`config.mk`:
```
export PLATFORM = sky130hd
export DESIGN_NAME = cluster_unpacker
export DESIGN_NICKNAME = d
export VERILOG_FILES = /design/src/rtl/cluster_unpacker.sv
export SDC_FILE = /design/constraint.sdc
export NUM_CORES = 2
export LEC_CHECK = 0
export ABC_CLOCK_PERIOD_IN_PS = 3400
export CORE_MARGIN = 1
export CORE_UTILIZATION = 53
export CTS_CLUSTER_SIZE = 14
export DETAILED_ROUTE_END_ITERATION = 10
export MAX_ROUTING_LAYER = met4
export PLACE_DENSITY_LB_ADDON = 0.08
export SYNTH_ARGS = -nofsm -noshare
export SYNTH_HDL_FRONTEND = slang
export SYNTH_SLANG_ARGS = --single-unit
```
`constraint.sdc`:
```
create_clock -name clock -period 3.4 [get_ports clock]
set_input_delay 1.02 -clock clock [delete_from_list [all_inputs] [get_ports clock]]
set_output_delay 1.02 -clock clock [all_outputs]
set_load 0.05 [all_outputs]
```
`src/rtl/cluster_unpacker.sv`:
```
`default_nettype none
// ============================================================================
// Module   : cluster_unpacker
// Brief    : Expands serial (address, size) cluster words back into a 768-bit
//            s-bit map, accumulated per frame and emitted on the next frame.
// Revision : 1.0 - initial release
// ============================================================================
module cluster_unpacker #(
    parameter int MXCLUSTERS = 8,
    parameter int MXADR      = 768
) (
    input  logic         clock,
    input  logic         reset,
    input  logic         frame_start,
    input  logic         cluster_valid,
    input  logic [10:0]  cluster_adr,
    input  logic [2:0]   cluster_cnt,
    output logic [767:0] vpfs_out,
    output logic         vpfs_valid,
    output logic         overflow,
    output logic [7:0]   overflow_cnt,
    output logic [7:0]   bad_adr_cnt
);

    localparam int                c_MAP_W   = 768;
    localparam int                c_CNT_W   = $clog2(MXCLUSTERS + 1);
    localparam logic [c_CNT_W-1:0] c_MAX_CNT = c_CNT_W'(MXCLUSTERS);
    localparam logic [11:0]       c_MXADR   = 12'(MXADR);
    localparam logic [7:0]        c_SAT     = 8'hFF;

    localparam logic [0:0] c_ST_IDLE  = 1'b0;
    localparam logic [0:0] c_ST_ACCUM = 1'b1;

    logic [0:0]         r_state;
    logic [0:0]         w_state_nxt;
    logic [c_MAP_W-1:0] r_work;
    logic [c_CNT_W-1:0] r_count;
    logic               r_frame_ovf;
    logic [c_MAP_W-1:0] r_vpfs;
    logic               r_vpfs_valid;
    logic               r_overflow;
    logic [7:0]         r_ovf_cnt;
    logic [7:0]         r_bad_cnt;

    logic [7:0]         w_span;
    logic [c_MAP_W-1:0] w_mask;
    logic               w_adr_ok;
    logic               w_take;
    logic               w_full;
    logic               w_drop;
    logic               w_accept;
    logic               w_bad;
    logic               w_emit;
    logic [c_MAP_W-1:0] w_base_map;
    logic [c_CNT_W-1:0] w_base_cnt;
    logic               w_base_fovf;
    logic [c_MAP_W-1:0] w_next_map;
    logic [c_CNT_W-1:0] w_next_cnt;
    logic               w_next_fovf;

    // Run of cnt+1 ones shifted to adr; bits beyond the top fall off, so no wrap.
    always_comb begin
        w_span   = 8'hFF >> (3'd7 - cluster_cnt);
        w_mask   = {{(c_MAP_W-8){1'b0}}, w_span} << cluster_adr;
        w_adr_ok = ({1'b0, cluster_adr} < c_MXADR);
    end

    // A frame_start opens a fresh frame, so any same-cycle cluster lands in the new one.
    always_comb begin
        w_take      = cluster_valid && (r_state == c_ST_ACCUM);
        w_emit      = frame_start && (r_state == c_ST_ACCUM);
        w_base_map  = frame_start ? '0 : r_work;
        w_base_cnt  = frame_start ? '0 : r_count;
        w_base_fovf = frame_start ? 1'b0 : r_frame_ovf;
        w_full      = (w_base_cnt == c_MAX_CNT);
        w_drop      = w_take && w_full;
        w_accept    = w_take && !w_full;
        w_bad       = w_accept && !w_adr_ok;
        w_next_map  = w_base_map | ((w_accept && w_adr_ok) ? w_mask : '0);
        w_next_cnt  = w_base_cnt + c_CNT_W'(w_accept);
        w_next_fovf = w_base_fovf | w_drop;
    end

    always_comb begin
        w_state_nxt = r_state;
        if (frame_start) begin
            w_state_nxt = c_ST_ACCUM;
        end
    end

    always_ff @(posedge clock) begin
        if (reset) begin
            r_state      <= c_ST_IDLE;
            r_work       <= '0;
            r_count      <= '0;
            r_frame_ovf  <= 1'b0;
            r_vpfs       <= '0;
            r_vpfs_valid <= 1'b0;
            r_overflow   <= 1'b0;
            r_ovf_cnt    <= '0;
            r_bad_cnt    <= '0;
        end else begin
            r_state      <= w_state_nxt;
            r_work       <= w_next_map;
            r_count      <= w_next_cnt;
            r_frame_ovf  <= w_next_fovf;
            r_vpfs_valid <= w_emit;
            if (w_emit) begin
                r_vpfs     <= r_work;
                r_overflow <= r_frame_ovf;
            end
            if (w_drop && (r_ovf_cnt != c_SAT)) begin
                r_ovf_cnt <= r_ovf_cnt + 8'd1;
            end
            if (w_bad && (r_bad_cnt != c_SAT)) begin
                r_bad_cnt <= r_bad_cnt + 8'd1;
            end
        end
    end

    assign vpfs_out     = r_vpfs;
    assign vpfs_valid   = r_vpfs_valid;
    assign overflow     = r_overflow;
    assign overflow_cnt = r_ovf_cnt;
    assign bad_adr_cnt  = r_bad_cnt;

endmodule
`default_nettype wire

```
Word-level counts from Yosys, hierarchy flattened
Cells that the tools add are included.
{"block": "op_classes", "addsub": 4, "magnitude_cmp": 1, "eq_ne": 3, "n_shift": 2, "muxes": 4, "bitwise": 2, "reduce_logical": 10}
{"cell": "768-bit two-way mux", "count": 2}
{"cell": "768-bit bitwise OR", "count": 1}
{"cell": "8-bit by 11-bit left shift with 768-bit output", "count": 1}
{"cell": "8-bit by 1-bit adder with 8-bit output, second input constant", "count": 2}
{"cell": "8-bit inequality test, second input constant", "count": 2}
{"cell": "11-bit by 10-bit less-than comparator with 1-bit output, second input constant", "count": 1}
{"cell": "1-bit logical AND", "count": 8}
{"cell": "8-bit by 3-bit >> shifter with 8-bit output, first input constant", "count": 1}
{"cell": "4-bit by 1-bit adder with 4-bit output", "count": 1}
{"cell": "4-bit equality test, second input constant", "count": 1}
{"cell": "4-bit two-way mux", "count": 1}
{"cell": "3-bit subtractor, first input constant", "count": 1}
{"cell": "1-bit logical NOT", "count": 2}
{"cell": "1-bit two-way mux", "count": 1}
{"cell": "1-bit bitwise OR", "count": 1}
{"block": "totals", "register_bits": 1560, "input_bits": 18, "out_inout_bits": 786, "elab_cells": 35}

Longest topological paths before layout
{"block": "logic_depth", "depth_word": 7, "mapped_depth": 9}

Least setup slack after synthesis
Ideal clock, no wire load.
{"block": "synth_path", "kind": "in2reg", "from": "in cluster_cnt[2]", "to": "reg r_work[394]", "setup_time_ps": 128, "t_arrival_ps": 2672, "t_required_ps": 3272, "path_slack_ps": 600, "path_stages": 9, "n_path_buf": 4, "cell_sequence": "buf_2 -> buf_2 -> or2_2 -> nand3_1 -> nand2_1 -> o21ai_0 -> clkbuf_1 -> clkbuf_1 -> o21ai_0"}
{"block": "synth_via", "elab_chain_cells": 5}
{"item": "start, declared", "line": "17", "text": "input logic [2:0] cluster_cnt,"}
{"item": "3-bit subtractor", "line": "63", "text": "w_span = 8'hFF >> (3'd7 - cluster_cnt);"}
{"item": "8-bit by 3-bit >> shifter with 8-bit output", "line": "63"}
{"item": "8-bit by 11-bit left shift with 768-bit output", "line": "64", "text": "w_mask = {{(c_MAP_W-8){1'b0}}, w_span} << cluster_adr;"}
{"item": "768-bit two-way mux", "line": "79", "text": "w_next_map = w_base_map | ((w_accept && w_adr_ok) ? w_mask : '0);"}
{"item": "768-bit bitwise OR", "line": "79"}
{"item": "end signal, assigned", "line": "104", "text": "r_work <= w_next_map;"}
{"item": "end, declared", "line": "36", "text": "logic [c_MAP_W-1:0] r_work;"}
Every way passes these cells.
A chain may end at the register's enable or synchronous reset.

Worst setup path in the final report
{"block": "layout_path", "from": "reg r_vpfs[646] (netlist: vpfs_out[646])", "to": "out vpfs_out[646]"}
{"item": "start, declared", "line": "39", "text": "logic [c_MAP_W-1:0] r_vpfs;"}
{"item": "start signal, assigned", "line": "109", "text": "r_vpfs <= r_work;"}
{"item": "end, declared", "line": "18", "text": "output logic [767:0] vpfs_out,"}
No word-level cell between the ends.

==> qor.csv <==
metric;value;unit
MaxCap Viol Count;0;
chip height;316;µm
Layout Skew;0.0196;ns
period utilisation layout;92.0;%
net count after synthesis;6336;
cell area power density;540;nW/µm²
vias per cell;5.81;
Clk Latency, worst-skew pair;0.77;ns
hold_buf cts;0;
maximum fanout along the worst path;2;
gr usage total;42.0;%
cell family with most CP delay;buffers and inverters;
iteration count of the initial detailed-routing pass;6;
# fillers;7522;
largest net degree at the start of global routing;143;
Tightest Hold Check Type;flop to flop;
worst path cell trace;clkdlybuf4s50_1;
layout cells sized above 1;9.24;%
detailed-route via count;49700;
first-pass GRT wire length;299000;µm
Final Max Tran Viols;0;
Critical Path End Type;output port;
synth warn;0;
routability cong.;1.04;
Reg clk slew, reported paths;0.06;ns
register area share after synthesis;59.7;%
Syn Inst Count;6314;
CP max-delay cell;clkdlybuf4s50_1;
global route overflow;0;
Synth area leaders;dfxtp_1 (60%), nand2_1 (17%), a21oi_1 (7.8%), o21ai_0 (6.2%), clkbuf_1 (3.2%);
Leak;0.0237;µW
vias in the first global route;45600;
final hold violations;0;
Routed Antenna Nets;0;
Post CTS Setup Buffer Count;0;
Rows;114;
Final Cell Area;69800;µm²
Max Clk Rate;320;MHz
met2 capacity usage during global routing;63.5;%
CTS tree;built;
met1 usage;52.1;%
Rel. slew slack;31.1;%
register bit total from synthesis;1560;
DRC violation count after routing;0;
Final HPWL DP;145000;µm
Synth Cell Area;52300;µm²
# H-tree levels;4;
Setup CP Type;flop to output port;
Total Wirelength;210000;µm
# nets final;7168;
Worst EP arrival;2.11;ns
worst stage delay on the critical path;1.01;ns
final std cells w/o fill;8558;
Syn Area/Cell;8.29;µm²
initial antenna violation count;17;
total CTS buffers;154;
DR WL/cell;24.5;µm
synthesis-to-layout area growth;33.4;%
I/O pin total;804;
Synth area leader;dfxtp_1;
Resized Gates After CTS;0;
clock tree root driver cell;clkbuf_16;
die area;100000;µm²
Starting DRT DRC Count;5818;
Post-DP Area;64500;µm²
CP Buf/Inv Count;1;
initial core utilization;53.8;%
Buffers on Ports;803;
M3 GR Usage;8.18;%
hold slack;0.442;ns
CTS sink cnt;1560;
status;completed;
busiest grt layer;met2;
chip width;316;µm
fraction of synthesis flops using an asynchronous set or reset pin;0;%
R2R Setup Slk;0.90;ns
Core Area;97300;µm²
ys flop type;dfxtp_1;
Req. time, crit path;2.38;ns
worst-margin pin slew;1.03;ns
Synth top area share;59.7;%
synth unique cells;65;
Startpoint Class;flop;
Final Critical Period;3.13;ns
final number of setup-violating endpoints;0;
Max VDD drop;0.000508;V
CTS Buffer Depth;3;
Post-synth EDFFs;0;
RSZ-0062 raised after global routing;false;
DP Cell Count;8266;
-- through the flow --
stage               total power, µW  TNS [ns]  util [%]  setup WS (ns)
floorplan                     19500         0         -          0.600
global placement              20500     -5.06      66.3         -0.182
detailed placement            20500     -7.23      66.3         -0.193
CTS                           37700         0      71.7          0.253
global route                  38500         0      71.7          0.242
finish                        37700         0      71.8          0.273
-- synthesized netlist by cell type, types with 5 or more instances --
master    count
nor2_1      112
nor2b_1      12
nand3_1      27
o31ai_1      15
clkbuf_1    449
or2_2         9
or3_1         9
nand2_1    2308
and3_1        6
o21ai_0     648
buf_1        13
buf_2        24
nand2b_1     12
a32o_1       27
nor4_1        8
o22ai_1       5
a22oi_1      45
dfxtp_1    1560
or4_1         7
a21oi_1     817
inv_1        24
nor3_1       24
nand4_1       5
a22o_1       36
o32ai_1      19
xnor2_1      10
o211ai_1     11
-- layout make-up --
| type | count | area, µm² | share of cell area [%] |
|---|---|---|---|
| sequential | 1560 | 31200 | 44.7 |
| multi-input combinational | 4240 | 19500 | 27.9 |
| timing repair buffer | 1165 | 12100 | 17.4 |
| clock buffer | 240 | 4680 | 6.70 |
| tap | 1276 | 1600 | 2.29 |
| clock inverter | 40 | 578 | 0.828 |
| inverter | 25 | 93.8 | 0.134 |
| antenna | 12 | 30.0 | 0.0430 |
-- report_power, final --
group	switching (µW)	total [µW]	leakage (µW)	internal (µW)
Sequential	6.09	18300	0.0126	18300
Combinational	1390	1860	0.00860	461
Clock	7260	17500	0.00258	10300
-- state kept, by name (all words and copies together) (netlist names) --
register      cells
r_work          768
vpfs_out        768
bad_adr_cnt       8
overflow_cnt      8
r_count           4
overflow          1
r_frame_ovf       1
r_state           1
vpfs_valid        1
-- kinds of logic after synthesis --
family / count (synthesis) / synth area share, %
buffers and inverters: 514 / 3.75
XOR/XNOR: 12 / 0.201
flip-flops: 1560 / 59.7
multiplexers: 3 / 0.0598
AND/OR/NAND/NOR: 2558 / 19.0
adder cells (fa/ha/maj): 4 / 0.0956
AO/OA/AOI/OAI: 1663 / 17.2
-- placed cells by master (no fill, tap or decap), types with 9 or more instances in the layout --
cell type / netlist / layout
nand2_1: 2308 / 2300
dfxtp_1: 1560 / 1560
a21oi_1: 817 / 811
clkdlybuf4s50_1: 0 / 800
o21ai_0: 648 / 642
buf_4: 0 / 254
clkbuf_16: 0 / 156
nor2_1: 112 / 109
buf_12: 0 / 109
clkbuf_8: 0 / 46
a22oi_1: 45 / 40
clkbuf_1: 449 / 38
a22o_1: 36 / 35
a32o_1: 27 / 27
nand3_1: 27 / 25
inv_1: 24 / 23
nor3_1: 24 / 20
o32ai_1: 19 / 19
clkinv_2: 0 / 15
o31ai_1: 15 / 14
diode_2: 0 / 12
nand2b_1: 12 / 12
o211ai_1: 11 / 11
xnor2_1: 10 / 10
bufinv_16: 0 / 10
nor2b_1: 12 / 9
or2_2: 9 / 9
or3_1: 9 / 9
-- worst paths after layout --
path | from | to | cells after the start
worst max-delay path | vpfs_out[646] | vpfs_out[646] | 1
worst min register to register | r_work[390] | vpfs_out[390] | 2
worst max register to register | r_count[2] | r_work[460] | 7
worst min-delay path | r_work[390] | vpfs_out[390] | 2
-- routing by layer --
layer / wire length [µm] / part of all wire, % / up-vias
met5: 0 / 0 / -
met4: 13800 / 6.6 / 0
met3: 19900 / 9.5 / 551
met2: 95300 / 45 / 2645
met1: 81000 / 39 / 24000
li1: - / - / 22500
(Power assumes the default switching activity.)
